`config.mk`:
```
export PLATFORM = sky130hd
export DESIGN_NAME = mem_port_arbiter_flat
export DESIGN_NICKNAME = d
export VERILOG_FILES = /design/src/rtl/mem_port_arbiter_pkg.sv /design/src/rtl/mem_port_arbiter_if.sv /design/src/rtl/mem_port_arbiter_starve_counter.sv /design/src/rtl/mem_port_arbiter.sv /design/src/flat_wrapper.sv
export SDC_FILE = /design/constraint.sdc
export NUM_CORES = 1
export LEC_CHECK = 0
export ABC_AREA = 0
export CORE_AREA = 2 2 109 111
export DETAILED_ROUTE_END_ITERATION = 7
export DIE_AREA = 0 0 111 113
export PLACE_DENSITY = 0.69
export SLEW_MARGIN = 10
export SYNTH_ARGS = -nofsm -noshare
export SYNTH_HDL_FRONTEND = slang
export SYNTH_SLANG_ARGS = --single-unit
```
`constraint.sdc`:
```
create_clock -name clk -period 2.1 [get_ports clk]
set_input_delay 0.525 -clock clk [delete_from_list [all_inputs] [get_ports clk]]
set_output_delay 0.525 -clock clk [all_outputs]
set_load 0.05 [all_outputs]
```
`src/rtl/mem_port_arbiter_pkg.sv`:
```
// Shared types for the fetch/data memory port arbiter: FSM states, port owner codes, width helpers.
package mem_port_arbiter_pkg;

    localparam int unsigned ADDR_W_DEF       = 32;
    localparam int unsigned DATA_W_DEF       = 32;
    localparam int unsigned STARVE_LIMIT_DEF = 4;

    typedef enum logic [1:0] {
        ARB_IDLE    = 2'd0,
        ARB_BUSY_IF = 2'd1,
        ARB_BUSY_MB = 2'd2
    } arb_state_t;

    typedef enum logic {
        OWN_IF = 1'b0,
        OWN_MB = 1'b1
    } arb_owner_t;

    function automatic int unsigned strb_w(input int unsigned data_w);
        return data_w / 8;
    endfunction

endpackage

```
`src/rtl/mem_port_arbiter_if.sv`:
```
// Bundle of fetch, data and memory-side signals around the arbiter.
// slave = arbiter view, master = pipeline/memory environment view.
interface mem_port_arbiter_if
    import mem_port_arbiter_pkg::*;
#(
    parameter int unsigned ADDR_W = ADDR_W_DEF,
    parameter int unsigned DATA_W = DATA_W_DEF
);
    localparam int unsigned STRB_W = strb_w(DATA_W);

    logic              pipe_flush;
    logic              if_req;
    logic [ADDR_W-1:0] if_addr;
    logic              if_gnt;
    logic              if_rvalid;
    logic [DATA_W-1:0] if_rdata;
    logic              mb_req;
    logic              mb_we;
    logic [ADDR_W-1:0] mb_addr;
    logic [DATA_W-1:0] mb_wdata;
    logic [STRB_W-1:0] mb_wstrb;
    logic              mb_gnt;
    logic              mb_rvalid;
    logic [DATA_W-1:0] mb_rdata;
    logic              mem_req;
    logic              mem_we;
    logic [ADDR_W-1:0] mem_addr;
    logic [DATA_W-1:0] mem_wdata;
    logic [STRB_W-1:0] mem_wstrb;
    logic              mem_rvalid;
    logic [DATA_W-1:0] mem_rdata;
    logic              stall_if;

    modport slave (
        input  pipe_flush, if_req, if_addr, mb_req, mb_we, mb_addr, mb_wdata, mb_wstrb,
               mem_rvalid, mem_rdata,
        output if_gnt, if_rvalid, if_rdata, mb_gnt, mb_rvalid, mb_rdata,
               mem_req, mem_we, mem_addr, mem_wdata, mem_wstrb, stall_if
    );

    modport master (
        output pipe_flush, if_req, if_addr, mb_req, mb_we, mb_addr, mb_wdata, mb_wstrb,
               mem_rvalid, mem_rdata,
        input  if_gnt, if_rvalid, if_rdata, mb_gnt, mb_rvalid, mb_rdata,
               mem_req, mem_we, mem_addr, mem_wdata, mem_wstrb, stall_if
    );

endinterface

```
`src/rtl/mem_port_arbiter_starve_counter.sv`:
```
// Saturating count of cycles fetch has waited for the port; only built with ARB_STARVE_GUARD_EN.
`ifdef ARB_STARVE_GUARD_EN
module arb_starve_counter #(
    parameter int unsigned LIMIT = 4
) (
    input  logic clk,
    input  logic rst,
    input  logic waiting,
    input  logic granted,
    output logic hit_c
);
    localparam int unsigned CNT_W = 4;

    logic [CNT_W-1:0] cnt_q;

    always_ff @(posedge clk) begin
        if (rst) begin
            cnt_q <= '0;
        end else if (granted) begin
            cnt_q <= '0;
        end else if (waiting && (cnt_q != '1)) begin
            cnt_q <= cnt_q + CNT_W'(1);
        end
    end

    assign hit_c = (cnt_q >= CNT_W'(LIMIT));

endmodule
`endif

```
`src/rtl/mem_port_arbiter.sv`:
```
// Single-port memory arbiter between fetch and data stage; one transaction outstanding at a time.
// Define ARB_STARVE_GUARD_EN to let fetch win ties after STARVE_LIMIT waiting cycles.
module mem_port_arbiter
    import mem_port_arbiter_pkg::*;
#(
    parameter int unsigned ADDR_W       = ADDR_W_DEF,
    parameter int unsigned DATA_W       = DATA_W_DEF,
    parameter int unsigned STARVE_LIMIT = STARVE_LIMIT_DEF
) (
    input  logic               clk,
    input  logic               rst,
    mem_port_arbiter_if.slave  bus
);
    localparam int unsigned STRB_W = strb_w(DATA_W);

    if ((STARVE_LIMIT < 1) || (STARVE_LIMIT > 15)) begin : g_bad_limit
        $error("mem_port_arbiter: STARVE_LIMIT must be 1..15");
    end

    arb_state_t        state_q, state_d;
    logic              drop_q, drop_d;
    logic              window_c;
    logic              fetch_first_c;
    logic              mb_win_c;
    logic              if_win_c;
    arb_owner_t        owner_c;
    logic [ADDR_W-1:0] addr_c;
    logic [STRB_W-1:0] strb_c;

    // A new grant may issue when idle or in the cycle the current response returns.
    assign window_c = (state_q == ARB_IDLE) || bus.mem_rvalid;

`ifdef ARB_STARVE_GUARD_EN
    arb_starve_counter #(.LIMIT(STARVE_LIMIT)) u_starve (
        .clk     (clk),
        .rst     (rst),
        .waiting (bus.if_req & ~if_win_c),
        .granted (if_win_c),
        .hit_c   (fetch_first_c)
    );
`else
    assign fetch_first_c = 1'b0;
`endif

    assign mb_win_c = ~rst & window_c & bus.mb_req & ~(bus.if_req & fetch_first_c);
    assign if_win_c = ~rst & window_c & bus.if_req & ~mb_win_c;
    assign owner_c  = mb_win_c ? OWN_MB : OWN_IF;

    always_comb begin
        addr_c = bus.if_addr;
        strb_c = '0;
        if (owner_c == OWN_MB) begin
            addr_c = bus.mb_addr;
            strb_c = bus.mb_wstrb;
        end
    end

    assign bus.if_gnt    = if_win_c;
    assign bus.mb_gnt    = mb_win_c;
    assign bus.stall_if  = bus.if_req & ~if_win_c;
    assign bus.mem_req   = mb_win_c | if_win_c;
    assign bus.mem_we    = mb_win_c & bus.mb_we;
    assign bus.mem_addr  = addr_c;
    assign bus.mem_wdata = bus.mb_wdata;
    assign bus.mem_wstrb = strb_c;

    // Responses route by current owner; a flushed fetch response never reaches the pipeline.
    assign bus.mb_rvalid = ~rst & (state_q == ARB_BUSY_MB) & bus.mem_rvalid;
    assign bus.mb_rdata  = bus.mem_rdata;
    assign bus.if_rvalid = ~rst & (state_q == ARB_BUSY_IF) & bus.mem_rvalid
                           & ~drop_q & ~bus.pipe_flush;
    assign bus.if_rdata  = bus.mem_rdata;

    always_ff @(posedge clk) begin
        if (rst) begin
            state_q <= ARB_IDLE;
            drop_q  <= 1'b0;
        end else begin
            state_q <= state_d;
            drop_q  <= drop_d;
        end
    end

    always_comb begin
        state_d = state_q;
        drop_d  = drop_q;
        if (window_c) begin
            if (mb_win_c) begin
                state_d = ARB_BUSY_MB;
            end else if (if_win_c) begin
                state_d = ARB_BUSY_IF;
            end else begin
                state_d = ARB_IDLE;
            end
        end
        if (state_q == ARB_BUSY_IF) begin
            if (bus.mem_rvalid) begin
                drop_d = 1'b0;
            end else if (bus.pipe_flush) begin
                drop_d = 1'b1;
            end
        end
    end

endmodule

```
`src/flat_wrapper.sv`:
```
// flat-port wrapper written by rule: the top's interface ports become plain ports
module mem_port_arbiter_flat import mem_port_arbiter_pkg::*;
#(
    parameter int unsigned ADDR_W       = ADDR_W_DEF,
    parameter int unsigned DATA_W       = DATA_W_DEF,
    parameter int unsigned STARVE_LIMIT = STARVE_LIMIT_DEF
)
  (clk, rst, bus_pipe_flush, bus_if_req, bus_if_addr, bus_mb_req, bus_mb_we, bus_mb_addr, bus_mb_wdata, bus_mb_wstrb, bus_mem_rvalid, bus_mem_rdata, bus_if_gnt, bus_if_rvalid, bus_if_rdata, bus_mb_gnt, bus_mb_rvalid, bus_mb_rdata, bus_mem_req, bus_mem_we, bus_mem_addr, bus_mem_wdata, bus_mem_wstrb, bus_stall_if);
  mem_port_arbiter_if #(.ADDR_W(ADDR_W), .DATA_W(DATA_W)) bus_i ();
  input  logic clk;
  input  logic rst;
  input wire logic [$bits(bus_i.pipe_flush)-1:0] bus_pipe_flush;
  input wire logic [$bits(bus_i.if_req)-1:0] bus_if_req;
  input wire logic [$bits(bus_i.if_addr)-1:0] bus_if_addr;
  input wire logic [$bits(bus_i.mb_req)-1:0] bus_mb_req;
  input wire logic [$bits(bus_i.mb_we)-1:0] bus_mb_we;
  input wire logic [$bits(bus_i.mb_addr)-1:0] bus_mb_addr;
  input wire logic [$bits(bus_i.mb_wdata)-1:0] bus_mb_wdata;
  input wire logic [$bits(bus_i.mb_wstrb)-1:0] bus_mb_wstrb;
  input wire logic [$bits(bus_i.mem_rvalid)-1:0] bus_mem_rvalid;
  input wire logic [$bits(bus_i.mem_rdata)-1:0] bus_mem_rdata;
  output wire logic [$bits(bus_i.if_gnt)-1:0] bus_if_gnt;
  output wire logic [$bits(bus_i.if_rvalid)-1:0] bus_if_rvalid;
  output wire logic [$bits(bus_i.if_rdata)-1:0] bus_if_rdata;
  output wire logic [$bits(bus_i.mb_gnt)-1:0] bus_mb_gnt;
  output wire logic [$bits(bus_i.mb_rvalid)-1:0] bus_mb_rvalid;
  output wire logic [$bits(bus_i.mb_rdata)-1:0] bus_mb_rdata;
  output wire logic [$bits(bus_i.mem_req)-1:0] bus_mem_req;
  output wire logic [$bits(bus_i.mem_we)-1:0] bus_mem_we;
  output wire logic [$bits(bus_i.mem_addr)-1:0] bus_mem_addr;
  output wire logic [$bits(bus_i.mem_wdata)-1:0] bus_mem_wdata;
  output wire logic [$bits(bus_i.mem_wstrb)-1:0] bus_mem_wstrb;
  output wire logic [$bits(bus_i.stall_if)-1:0] bus_stall_if;
  assign bus_i.pipe_flush = bus_pipe_flush;
  assign bus_i.if_req = bus_if_req;
  assign bus_i.if_addr = bus_if_addr;
  assign bus_i.mb_req = bus_mb_req;
  assign bus_i.mb_we = bus_mb_we;
  assign bus_i.mb_addr = bus_mb_addr;
  assign bus_i.mb_wdata = bus_mb_wdata;
  assign bus_i.mb_wstrb = bus_mb_wstrb;
  assign bus_i.mem_rvalid = bus_mem_rvalid;
  assign bus_i.mem_rdata = bus_mem_rdata;
  assign bus_if_gnt = bus_i.if_gnt;
  assign bus_if_rvalid = bus_i.if_rvalid;
  assign bus_if_rdata = bus_i.if_rdata;
  assign bus_mb_gnt = bus_i.mb_gnt;
  assign bus_mb_rvalid = bus_i.mb_rvalid;
  assign bus_mb_rdata = bus_i.mb_rdata;
  assign bus_mem_req = bus_i.mem_req;
  assign bus_mem_we = bus_i.mem_we;
  assign bus_mem_addr = bus_i.mem_addr;
  assign bus_mem_wdata = bus_i.mem_wdata;
  assign bus_mem_wstrb = bus_i.mem_wstrb;
  assign bus_stall_if = bus_i.stall_if;
  mem_port_arbiter #(.ADDR_W(ADDR_W), .DATA_W(DATA_W), .STARVE_LIMIT(STARVE_LIMIT)) u_core (.clk(clk), .rst(rst), .bus(bus_i));
endmodule
```
Word level (Yosys, flattened, before mapping)
Index checks and enable logic that the tools add are counted.
- output and inout port bits: 139
- input port bits: 139
- flip-flop bits (word level): 3
- word-level logic and storage cells: 33
- equal/unequal tests: 2
- muxes and demuxes: 7
- bitwise logic cells: 18
- reduce and logical (&&, ||, !) cells: 4
- operators by type and width (operator ; number):
    2-to-1 mux 32 bit ; 1
    bitwise AND 1 bit ; 12
    NOT 1 bit ; 5
    2-to-1 mux 1 bit ; 4
    2-to-1 mux 4 bit ; 1
    equality test 2 x 1 -> 1 bit (second input constant) ; 1
    equality test 2 bit (second input constant) ; 1
    zero test 2 bit ; 1
    2-to-1 mux 2 bit ; 1
    AND reduction 2 bit ; 1
    nonzero test 2 bit ; 1
    logical OR 1 bit ; 1
    bitwise OR 1 bit ; 1

Depth between registers and ports, before layout
- depth in word-level cells: 8
- depth in mapped cells: 5

Least setup slack after synthesis
OpenSTA, ideal clock, no wires.
- path kind: in2out
- start point: input rst
- end point: output bus_if_gnt
- slack: -0.758 ns
- arrival: 2.333 ns
- cell stages on the path: 2
- path through: buf_4 -> nor4b_1
- longest elaborated chain between the ends: 5
- RTL lines (item ; RTL line ; text):
    start, declared ; flat_wrapper.sv:11 ; input logic rst;
    NOT 1 bit (*) ; mem_port_arbiter.sv:45, mem_port_arbiter.sv:46 ;
    bitwise AND 1 bit (*) ; mem_port_arbiter.sv:45, mem_port_arbiter.sv:46 ;
    bitwise AND 1 bit ; mem_port_arbiter.sv:45 ; assign mb_win_c = ~rst & window_c & bus.mb_req & ~(bus.if_req & fetch_first_c);
    NOT 1 bit ; mem_port_arbiter.sv:46 ; assign if_win_c = ~rst & window_c & bus.if_req & ~mb_win_c;
    bitwise AND 1 bit (*) ; mem_port_arbiter.sv:46 ;
    end, declared ; flat_wrapper.sv:22 ; output wire logic [$bits(bus_i.if_gnt)-1:0] bus_if_gnt;
Every way passes the cells marked *; elsewhere a longest branch is shown, timed or not.

Worst setup path in the final report
- start point: input bus_mem_rvalid
- end point: output bus_mem_addr[15]
- longest elaborated chain between the ends: 5
- RTL lines (item ; RTL line ; text):
    start, declared ; flat_wrapper.sv:20 ; input wire logic [$bits(bus_i.mem_rvalid)-1:0] bus_mem_rvalid;
    logical OR 1 bit ; mem_port_arbiter.sv:31 ; assign window_c = (state_q == ARB_IDLE) || bus.mem_rvalid;
    bitwise AND 1 bit (2 in a row) ; mem_port_arbiter.sv:45 ;
    2-to-1 mux 1 bit ; mem_port_arbiter.sv:47 ; assign owner_c = mb_win_c ? OWN_MB : OWN_IF;
    2-to-1 mux 32 bit ; mem_port_arbiter.sv:52 ; if (owner_c == OWN_MB) begin
    end, declared ; flat_wrapper.sv:30 ; output wire logic [$bits(bus_i.mem_addr)-1:0] bus_mem_addr;
No other way between the ends.

==> metrics.txt <==
Hold WC Path Type=reg2reg; WL/cell=14.6 um; clock sink total=3; DRT iter0 DRCs=24; CTS buffer count=3; final worst slack=-0.0701 ns; GRT Residual Overflow=0; register area=60.1 um2; WS Path Type=in2out; Data arrival, critical path=1.65 ns; htree depth=1; setup repair after global routing missed its margin=true; worst-skew pair later-pin latency=0.22 ns; Clock Tree Buf Depth=2; Final min period=2.17 ns; Pins Over Slew Limit=0; die width=111 um; Critical Path Most Common Cell=buf_12; Post-synth EDFFs=0; final WL=5010 um; worst endpoint required time=1.57 ns; share of the yosys chip area belonging to registers=0.0408; number of global-route vias before repair=1,354; worst-path cell chain=buf_6 -> o21bai_4 -> nand2_4 -> buf_12 -> buf_16 -> mux2_4 -> buf_12; Multi-input gate area=699 um2; crit start category=input port; Crit path largest cell delay=0.31 ns; I/O Pins=278; first-pass GRT wire length=7400 um; layout cells sized above 1=0.528; Yosys Warn Count=0; filler instances=1,187; Post-Layout Cell Count=342; status=finished with violations; core area=0.0113 mm2; failing checks=setup timing; synthesized area=0.00147 mm2; Max-Cap Viols=0; Hold Worst Slack=0.520 ns; Inst Count DP=331; async set-or-reset flop fraction in the synthesized netlist=0; first-pass iteration count of the detailed router=4; Final Hold Viols=0; setup-violating endpoint count in the final report=12; leakage=1.25 nW; via count=1,124; Least-Margin Pin Slew=0.285 ns; Row Count=39; hpwl dp=4240 um; CTS clk-pin slew, worst paths=0.03 ns; die boundary height=113 um; nets=339; Pwr Density=431 mW/mm2; FF+latch count, synth=3; largest net degree at the start of global routing=10; layout overhead on the synthesized area=90.2%; hold-fix buffer count after cts=0; Avg Cell Area, Syn=9.15 um2; post-synthesis net count=300; PortBufs=117; GPL Wtd Cong=0.742; CP Buf/Inv Count=4; fin util=0.249; Design Area, Final=0.00280 mm2; Tcrit/Tclk final=1.03; CTS tree=yes; clock skew=0.00237 ns; Initial Utilization=0.131; DP Worst Slack=-0.413 ns; Area after DPL=0.00257 mm2; post-route DRC violation count=0; Max stage delay cell, worst path=mux2_4; Worst VDD drop=445 uV; number of inserted diodes=0; CTS root buf=clkbuf_16; Post-DRT Antenna Nets=0; commonest non-fill, non-tap cells in the layout=70 x clkdlybuf4s50_1, 42 x buf_12, 32 x mux2_4, 11 x buf_4; cell count after synthesis=161; commonest non-fill, non-tap cell in the layout=clkdlybuf4s50_1; family with the most delay on the worst path=buffers and inverters; f_max=0.461 GHz; antenna violations before repair=0; top_reg_cell synth=dfxtp_1; Cell variety after synth=22; headroom to the max-slew limit=0.809; crit path max fanout=8; CP Capture Type=output port; Global Route Usage Sum=0.0738; DR vias/cell=3.29; DIE AREA=0.0125 mm2
registers in the layout, indices dropped and copies added (netlist names):
name            count
u_core.drop_q       1
u_core.state_q      2
worst reg2reg max path, stage by stage, from the launching register on:
cell,delay [ns]
dfxtp_1,0.42
o21bai_4,0.09
nand2_4,0.13
buf_6,0.16
buf_4,0.13
o21ai_0,0.07
final timing paths:
| check | start | endpoint | slack, ns | cells after the start |
|---|---|---|---|---|
| max | bus_mem_rvalid | bus_mem_addr[15] | -0.07 | 7 |
| min | u_core.drop_q | u_core.drop_q | 0.52 | 2 |
| max reg2reg | u_core.state_q[1] | u_core.state_q[1] | 0.97 | 5 |
| min reg2reg | u_core.drop_q | u_core.drop_q | 0.52 | 2 |
cells by family (layout without fill, tap and decap cells):
| group | after synthesis | in the layout | share of synthesized area |
|---|---|---|---|
| compound gates | 6 | 6 | 0.0340 |
| buf+inv | 101 | 139 | 0.520 |
| flops | 3 | 3 | 0.0408 |
| mux | 32 | 32 | 0.316 |
| simple gates | 19 | 19 | 0.0892 |
synth_stat cells (2+ instances only):
library cell | count | share of area
mux2_2 | 4 | 0.031
and3_1 | 5 | 0.021
mux2_4 | 28 | 0.29
buf_6 | 3 | 0.023
nor2_1 | 4 | 0.010
nand2b_1 | 2 | 0.0085
dfxtp_1 | 3 | 0.041
a21oi_1 | 2 | 0.0068
buf_4 | 97 | 0.49
metrics by stage:
step,TNS (ns),power (W)
2_1_floorplan,-0.0734,0.000928
3_3_place_gp,-13.23,0.000861
3_5_place_dp,-13.67,0.000870
4_1_cts,-1.47,0.00122
5_1_grt,-1.24,0.00125
6_report,-0.663,0.00121
metal layers:
layer  GRT usage  share of wire  wire length [um]
met5           0              0                 0
met4      0.0483          0.051               257
met3      0.0396           0.12               624
met2       0.132           0.52              2630
met1      0.0642           0.30              1500
cell type report:
type	instances	area share
inverters	1	0.00134
clock buffers	4	0.0281
flip-flops and latches	3	0.0214
multi-input cells	57	0.250
repair buffers	134	0.636
well taps	143	0.0639
repair_timing:
action / CTS / global route
gates resized for setup: 28 / 7
cloned: 2 / 0
pin swaps: 1 / 1
setup endpoints to repair: 43 / 34
buffers inserted: 5 / 1
endpoints found under the hold margin: 0 / 0
power breakdown:
part / leakage (nW) / switching [W] / total (W) / internal, W
registers: 0.0247 / 0.00000430 / 0.0000653 / 0.0000610
clock network: 0.0382 / 0.0000481 / 0.000298 / 0.000250
logic: 1.19 / 0.000368 / 0.000843 / 0.000475
total: 1.25 / 0.000420 / 0.00121 / 0.000786
No activity file was read; power rests on OpenSTA's default activity.
